`config.mk`:
```
export PLATFORM = sky130hd
export DESIGN_NAME = audio_i2s_tx
export DESIGN_NICKNAME = d
export VERILOG_FILES = /design/src/rtl/audio_i2s_tx.sv
export SDC_FILE = /design/constraint.sdc
export NUM_CORES = 1
export LEC_CHECK = 0
export ABC_CLOCK_PERIOD_IN_PS = 6250
export CORE_UTILIZATION = 35
export DETAILED_ROUTE_END_ITERATION = 8
export GPL_TIMING_DRIVEN = 0
export SLEW_MARGIN = 10
export SYNTH_ARGS = -nofsm -noshare
export SYNTH_HDL_FRONTEND = slang
export SYNTH_SLANG_ARGS = --single-unit
```
`constraint.sdc`:
```
create_clock -name clk -period 6.25 [get_ports clk]
set_input_delay 1.25 -clock clk [delete_from_list [all_inputs] [get_ports clk]]
set_output_delay 1.25 -clock clk [all_outputs]
set_load 0.01 [all_outputs]
```
`src/rtl/audio_i2s_tx.sv`:
```
`default_nettype none
// ============================================================================
// Module   : audio_i2s_tx
// Brief    : I2S serializer for the 16-bit mono mixer output. One free-running
//            9-bit divider produces MCLK (/2), SCLK (/8) and LRCK (/512);
//            the 96 kHz sample stream is decimated to the 48 kHz frame rate
//            and the same word is shifted out on both channels.
//            Optional macro AUDIO_DECIM_AVG_EN: average each pair of incoming
//            samples instead of keeping only the most recent one.
// Revision : 1.0 - initial release
// ============================================================================
module audio_i2s_tx (
    input  logic        clk,
    input  logic        reset,
    input  logic [15:0] sample_in,
    input  logic        sample_valid,
    output logic        i2s_mclk,
    output logic        i2s_sclk,
    output logic        i2s_lrck,
    output logic        i2s_dat,
    output logic        frame_strobe,
    output logic        underrun
);

    localparam logic [8:0] C_CNT_LAST  = 9'd511;
    localparam logic [2:0] C_BIT_LAST  = 3'd7;
    localparam logic [4:0] C_SLOT_LSB  = 5'd16;

    logic [8:0]  r_cnt;
    logic [15:0] r_tx_word;
    logic [15:0] r_ready;
    logic        r_fresh;
    logic        r_dat;
    logic        r_frame_strobe;
    logic        r_underrun;

    logic        w_frame_end;
    logic        w_ready_we;
    logic [15:0] w_ready_d;
    logic [4:0]  w_next_slot;
    logic [3:0]  w_bit_idx;
    logic        w_next_bit;

    assign w_frame_end = (r_cnt == C_CNT_LAST);

`ifdef AUDIO_DECIM_AVG_EN
    logic        r_phase;
    logic [15:0] r_acc;

    // Pair average: sign-extend both operands to 17 bits so the sum cannot
    // overflow, then keep bits [16:1] (arithmetic shift right by one).
    assign w_ready_we = sample_valid & r_phase;
    assign w_ready_d  = 16'(({r_acc[15], r_acc} + {sample_in[15], sample_in}) >> 1);

    // Pair phase toggles on every strobe; phase 0 parks the sample in acc.
    always_ff @(posedge clk) begin
        if (reset) begin
            r_phase <= 1'b0;
            r_acc   <= 16'd0;
        end else if (sample_valid) begin
            r_phase <= ~r_phase;
            if (!r_phase) begin
                r_acc <= sample_in;
            end
        end
    end
`else
    assign w_ready_we = sample_valid;
    assign w_ready_d  = sample_in;
`endif

    // Bit for the slot that starts on the next clock. Slot 1 carries the MSB,
    // slot 16 the LSB; slot 0 and slots 17..31 are padding zeros.
    assign w_next_slot = r_cnt[7:3] + 5'd1;
    assign w_bit_idx   = 4'(C_SLOT_LSB - w_next_slot);
    assign w_next_bit  = (w_next_slot != 5'd0) && (w_next_slot <= C_SLOT_LSB)
                         ? r_tx_word[w_bit_idx] : 1'b0;

    // Free-running divider; all I2S clocks are taps of it.
    always_ff @(posedge clk) begin
        if (reset) begin
            r_cnt <= 9'd0;
        end else begin
            r_cnt <= r_cnt + 9'd1;
        end
    end

    // Serial data changes together with the SCLK falling edge, giving the
    // standard one-bit I2S delay relative to LRCK.
    always_ff @(posedge clk) begin
        if (reset) begin
            r_dat <= 1'b0;
        end else if (r_cnt[2:0] == C_BIT_LAST) begin
            r_dat <= w_next_bit;
        end
    end

    // Sample holding register plus the flag that says it was refreshed since
    // the last frame latch. A write coincident with the latch wins the flag.
    always_ff @(posedge clk) begin
        if (reset) begin
            r_ready <= 16'd0;
            r_fresh <= 1'b0;
        end else begin
            if (w_ready_we) begin
                r_ready <= w_ready_d;
            end
            if (w_ready_we) begin
                r_fresh <= 1'b1;
            end else if (w_frame_end) begin
                r_fresh <= 1'b0;
            end
        end
    end

    // Frame latch: capture the word for the next frame and report underrun
    // when nothing new arrived; the previous word is simply repeated.
    always_ff @(posedge clk) begin
        if (reset) begin
            r_tx_word      <= 16'd0;
            r_frame_strobe <= 1'b0;
            r_underrun     <= 1'b0;
        end else begin
            r_frame_strobe <= w_frame_end;
            r_underrun     <= w_frame_end & ~r_fresh;
            if (w_frame_end) begin
                r_tx_word <= r_ready;
            end
        end
    end

    assign i2s_mclk     = r_cnt[0];
    assign i2s_sclk     = r_cnt[2];
    assign i2s_lrck     = r_cnt[8];
    assign i2s_dat      = r_dat;
    assign frame_strobe = r_frame_strobe;
    assign underrun     = r_underrun;

endmodule
`default_nettype wire
```
# Word level (Yosys, flattened, before mapping)
# Cells that the tools add are included.
dict set report totals {
  reg_bits 45
  inputBits 19
  output_inout_bits 6
  wordCells 24
}
dict set report classes {
  n_addsub 3
  order_cmp 2
  n_eq_ne 2
  muxes 5
  bitwise_logic 2
  n_reduce_logical 3
}
# op count
set op_table {}
lappend op_table {{adder 9 x 1 -> 9 bit, second input constant} 1}
lappend op_table {{== test 9 bit, second input constant} 1}
lappend op_table {{adder 5 x 1 -> 5 bit, second input constant} 1}
lappend op_table {{<= comparator 5 bit, second input constant} 1}
lappend op_table {{less-than comparator 4 x 5 -> 1 bit, second input constant} 1}
lappend op_table {{nonzero test 5 bit} 1}
lappend op_table {{binary-select mux 1 bit (select 4 bit)} 1}
lappend op_table {{2-to-1 mux 1 bit} 4}
lappend op_table {{subtractor 1 x 4 -> 4 bit, first input constant} 1}
lappend op_table {{== test 3 bit, second input constant} 1}
lappend op_table {{nonzero test 2 bit} 1}
lappend op_table {{AND 1 bit} 1}
lappend op_table {{logical AND 1 bit} 1}
lappend op_table {{inverter 1 bit} 1}

# Logic depth before layout (Yosys ltp)
dict set report logic_depth {
  depth_word 5
  ltp_mapped 9
  depth_no_buf 7
}

# Worst setup path before layout
# OpenSTA, ideal clock, no wires.
dict set report synth_path {
  kind {input port to flip-flop}
  startpoint {in sample_valid}
  endpoint {reg r_ready[10]}
  setup_time_ns 0.128
  arrival_time_ns 2.332
  t_required_ns 6.122
  slack_ns 3.790
  stages 4
  path_buffers 2
  cell_sequence {clkbuf_1 clkbuf_1 mux2i_1 nor2_1}
}
# item line
set synth_lines {}
lappend synth_lines {{from (decl)} 16} ;# input logic sample_valid,
lappend synth_lines {{to (signal assigned)} 106} ;# r_ready <= w_ready_d;
lappend synth_lines {{to (decl)} 31} ;# logic [15:0] r_ready;

# Worst setup path in the final report
dict set report layout_path {
  startpoint {reg r_cnt[3]}
  endpoint {reg r_tx_word[12]}
}
dict set report layout_between {
  elab_chain_cells 1
}
# item line
set layout_rtl {}
lappend layout_rtl {{from (decl)} 29} ;# logic [8:0] r_cnt;
lappend layout_rtl {{from (signal assigned)} 84} ;# r_cnt <= r_cnt + 9'd1;
lappend layout_rtl {{== test 9 bit} 44} ;# assign w_frame_end = (r_cnt == C_CNT_LAST);
lappend layout_rtl {{net w_frame_end} 37} ;# logic w_frame_end;
lappend layout_rtl {{to (signal assigned)} 127} ;# r_tx_word <= r_ready;
lappend layout_rtl {{to (decl)} 30} ;# logic [15:0] r_tx_word;
# The timed path passes the listed nets, and every way through them passes these cells.
# A chain may end at the register's enable or synchronous reset.

==> flow_summary.toml <==
[status]
status = "finished, final reports clean"

[place]
numPortBuffers = 22
placed_area_sq_um = 2250
dpl.hpwl_microns = 2480
place_inst = 279
place_congestion = 0.723

[synth]
synth_compound_area_share_pct = 4.84
syn_inst = 187
yosysWarnings = 0
synth_area_sq_um = 1940
syn_nets = 211
synth_seq_cells = 45
synth_fa_ha_area_share_pct = 3.23
synth-seq-area-share_pct = 46.5
synth_xor_area_share_pct = 4.07
synthFlopType = "dfxtp_1"
ys_async_sr_fraction_pct = 0
synth-simple-area-share_pct = 15.1
yosysUniqueCellTypes = 35
muxShareOfSynthArea_pct = 21.4
syn_avg_cell_area_sq_um = 10.4
synth_top_family_by_area = "multiplexers"
synth-edff-count = 0

[global_route]
grt_pass1_wl_microns = 6040
grt_use_total_pct = 13.0
grt_max_degree = 14
globalRouteOverflowTotal = 0
antenna_found_initial = 0
grt_pass1_vias = 1299

[sta]
fin_crit_sh_pct = 40.3
setup_violations = 0
worstMarginPinSlew_ps = 694
worst_hold_slack_ps = 415
max_slew_margin_pct = 53.8
finalMaxSlewViolations = 0
rsz0062_at_grt = "no"
tns_ps = 0
fin_skew_ps = 6.23
finalHoldViolCount = 0
post-route-min-period_ps = 2520
fmax_mhz = 397

[clock_network]
cts_sinks = 45
cts_resized = 0
htreeDepth = 2
hold_buffers = 0
clock_latency_ps = 290
cts.clk_slew.worst_paths_ps = 80
postCtsSetupBuffers = 0
root_buffer = "clkbuf_8"
cts_buffers = 5
clockBufferDepth = 2
cts_tree = "yes"

[finish]
final_common_cell = "dfxtp_1"
fin_util_pct = 44.8
layout.nets = 240
multi_input_area_sq_um = 942
layout_common_cells = "dfxtp_1, nor2_1, mux2i_1"
diodes = 0
nFillCells = 544
design_area_sq_um = 2330
regArea_sq_um = 901
drive_above_1_share_pct = 9.22
syn2layout_area_growth_pct = 20.2
final_cells = 287

[pwr]
p_sw_share_pct = 22.5
power.net_switching_uw = 114
p_comb_share_pct = 6.6
p_per_area_nw_per_um2 = 218
irDropWorstVdd_v = 0.000135
clock_power_share_pct = 34.3
pwr-share-seq_pct = 59.1
p_leak_uw = 0.000902
intPower_uw = 393

[detailed_routing]
met1_length_microns = 1720
wl_per_cell_microns = 12.1
ant_nets = 0
drtIter0Drc = 24
top_layer = "met4"
firstDrtPassIters = 6
wl_microns = 3490
vias = 1332
routed-wl-met2_microns = 1650
viasPerCell = 4.64
drc_errors = 0
met3RoutedLength_microns = 89

[die]
core_sq_um = 5200
ioPinCount = 25
die_h_microns = 76.4
num_rows = 26
die_x_microns = 76.4
die_area_sq_um = 5840
start_util_pct = 37.2

[critical_path]
required_ps = 6420
worstSetupPathType = "flip-flop to flip-flop"
crit_path_end_kind = "flip-flop"
startpoint_type = "flip-flop"
worstPathArrival_ps = 2690
crit_fanout = 10

[hold_path]
hold_class = "flip-flop to flip-flop"

[job]
maxCapViolCount = 0
area by class of cell:
class | count | area share [%]
Buffer | 14 | 3.44
Inverter | 4 | 0.644
Multi-Input combinational cell | 124 | 40.4
Tap cell | 70 | 3.76
Clock inverter | 1 | 0.322
Sequential cell | 45 | 38.7
Timing Repair Buffer | 22 | 9.45
Clock buffer | 7 | 3.28
worst max-delay path: stages, from the launching register on:
cell      delay (ps)
dfxtp_1          400
buf_2            260
and3_2           200
nand3_1          100
nor2_1           150
ha_1             160
clkbuf_1         440
buf_2            400
mux2i_1          230
nor2_1            50
layer usage:
metal / up-vias / GRT usage, %
met2: 17 / 21.4
li1: 696 / -
met5: - / 0
met4: 0 / 4.04
met1: 615 / 16.3
met3: 4 / 3.59
state kept, by name, summed over array words and instances (netlist names):
signal,flops
frame_strobe,1
i2s_dat,1
r_cnt,9
r_fresh,1
r_ready,16
r_tx_word,16
underrun,1
stage by stage:
stage,power (uW),setup slack [ps]
finish,507,3730
detailed placement,341,3460
floorplan,323,3790
global placement,340,3500
global route,534,3450
CTS,516,3700
power groups by stage:
stage	logic (uW)	clock network [uW]	registers (uW)
2_1_floorplan	18.1	0	305
3_3_place_gp	33.8	0	306
3_5_place_dp	34.3	0	306
4_1_cts	34.4	182	300
5_1_grt	38.2	195	301
6_report	33.7	174	300
final timing paths:
path	cells past startpoint	slack, ps	to	start
worst max register to register	9	3730	r_tx_word[12]$_SDFFE_PP0P_	r_cnt[3]$_SDFF_PP0_
worst min register to register	1	410	underrun$_SDFF_PP0_	r_fresh$_SDFFE_PP0P_
worst min-delay path	1	410	underrun$_SDFF_PP0_	r_fresh$_SDFFE_PP0P_
worst max-delay path	9	3730	r_tx_word[12]$_SDFFE_PP0P_	r_cnt[3]$_SDFF_PP0_
cell usage after synthesis (all sizes together) (3+ instances only):
cell type | n | share of area, %
nand3 | 3 | 0.77
dfxtp | 45 | 46
buf | 5 | 1.9
xor2 | 6 | 2.7
nand2 | 3 | 0.58
mux2i | 32 | 17
mux4 | 4 | 4.8
inv | 4 | 0.77
nor2 | 41 | 7.9
clkbuf | 9 | 2.3
ha | 5 | 3.2
nor2b | 4 | 1.3
xnor2 | 3 | 1.4
logic make-up after synthesis:
| family | after synthesis |
|---|---|
| buffers and inverters | 18 |
| multiplexers | 36 |
| XOR/XNOR | 9 |
| flip-flops | 45 |
| AO/OA/AOI/OAI | 12 |
| adder cells (fa/ha/maj) | 5 |
| AND/OR/NAND/NOR | 62 |
No activity file was read; power rests on OpenSTA's default activity.
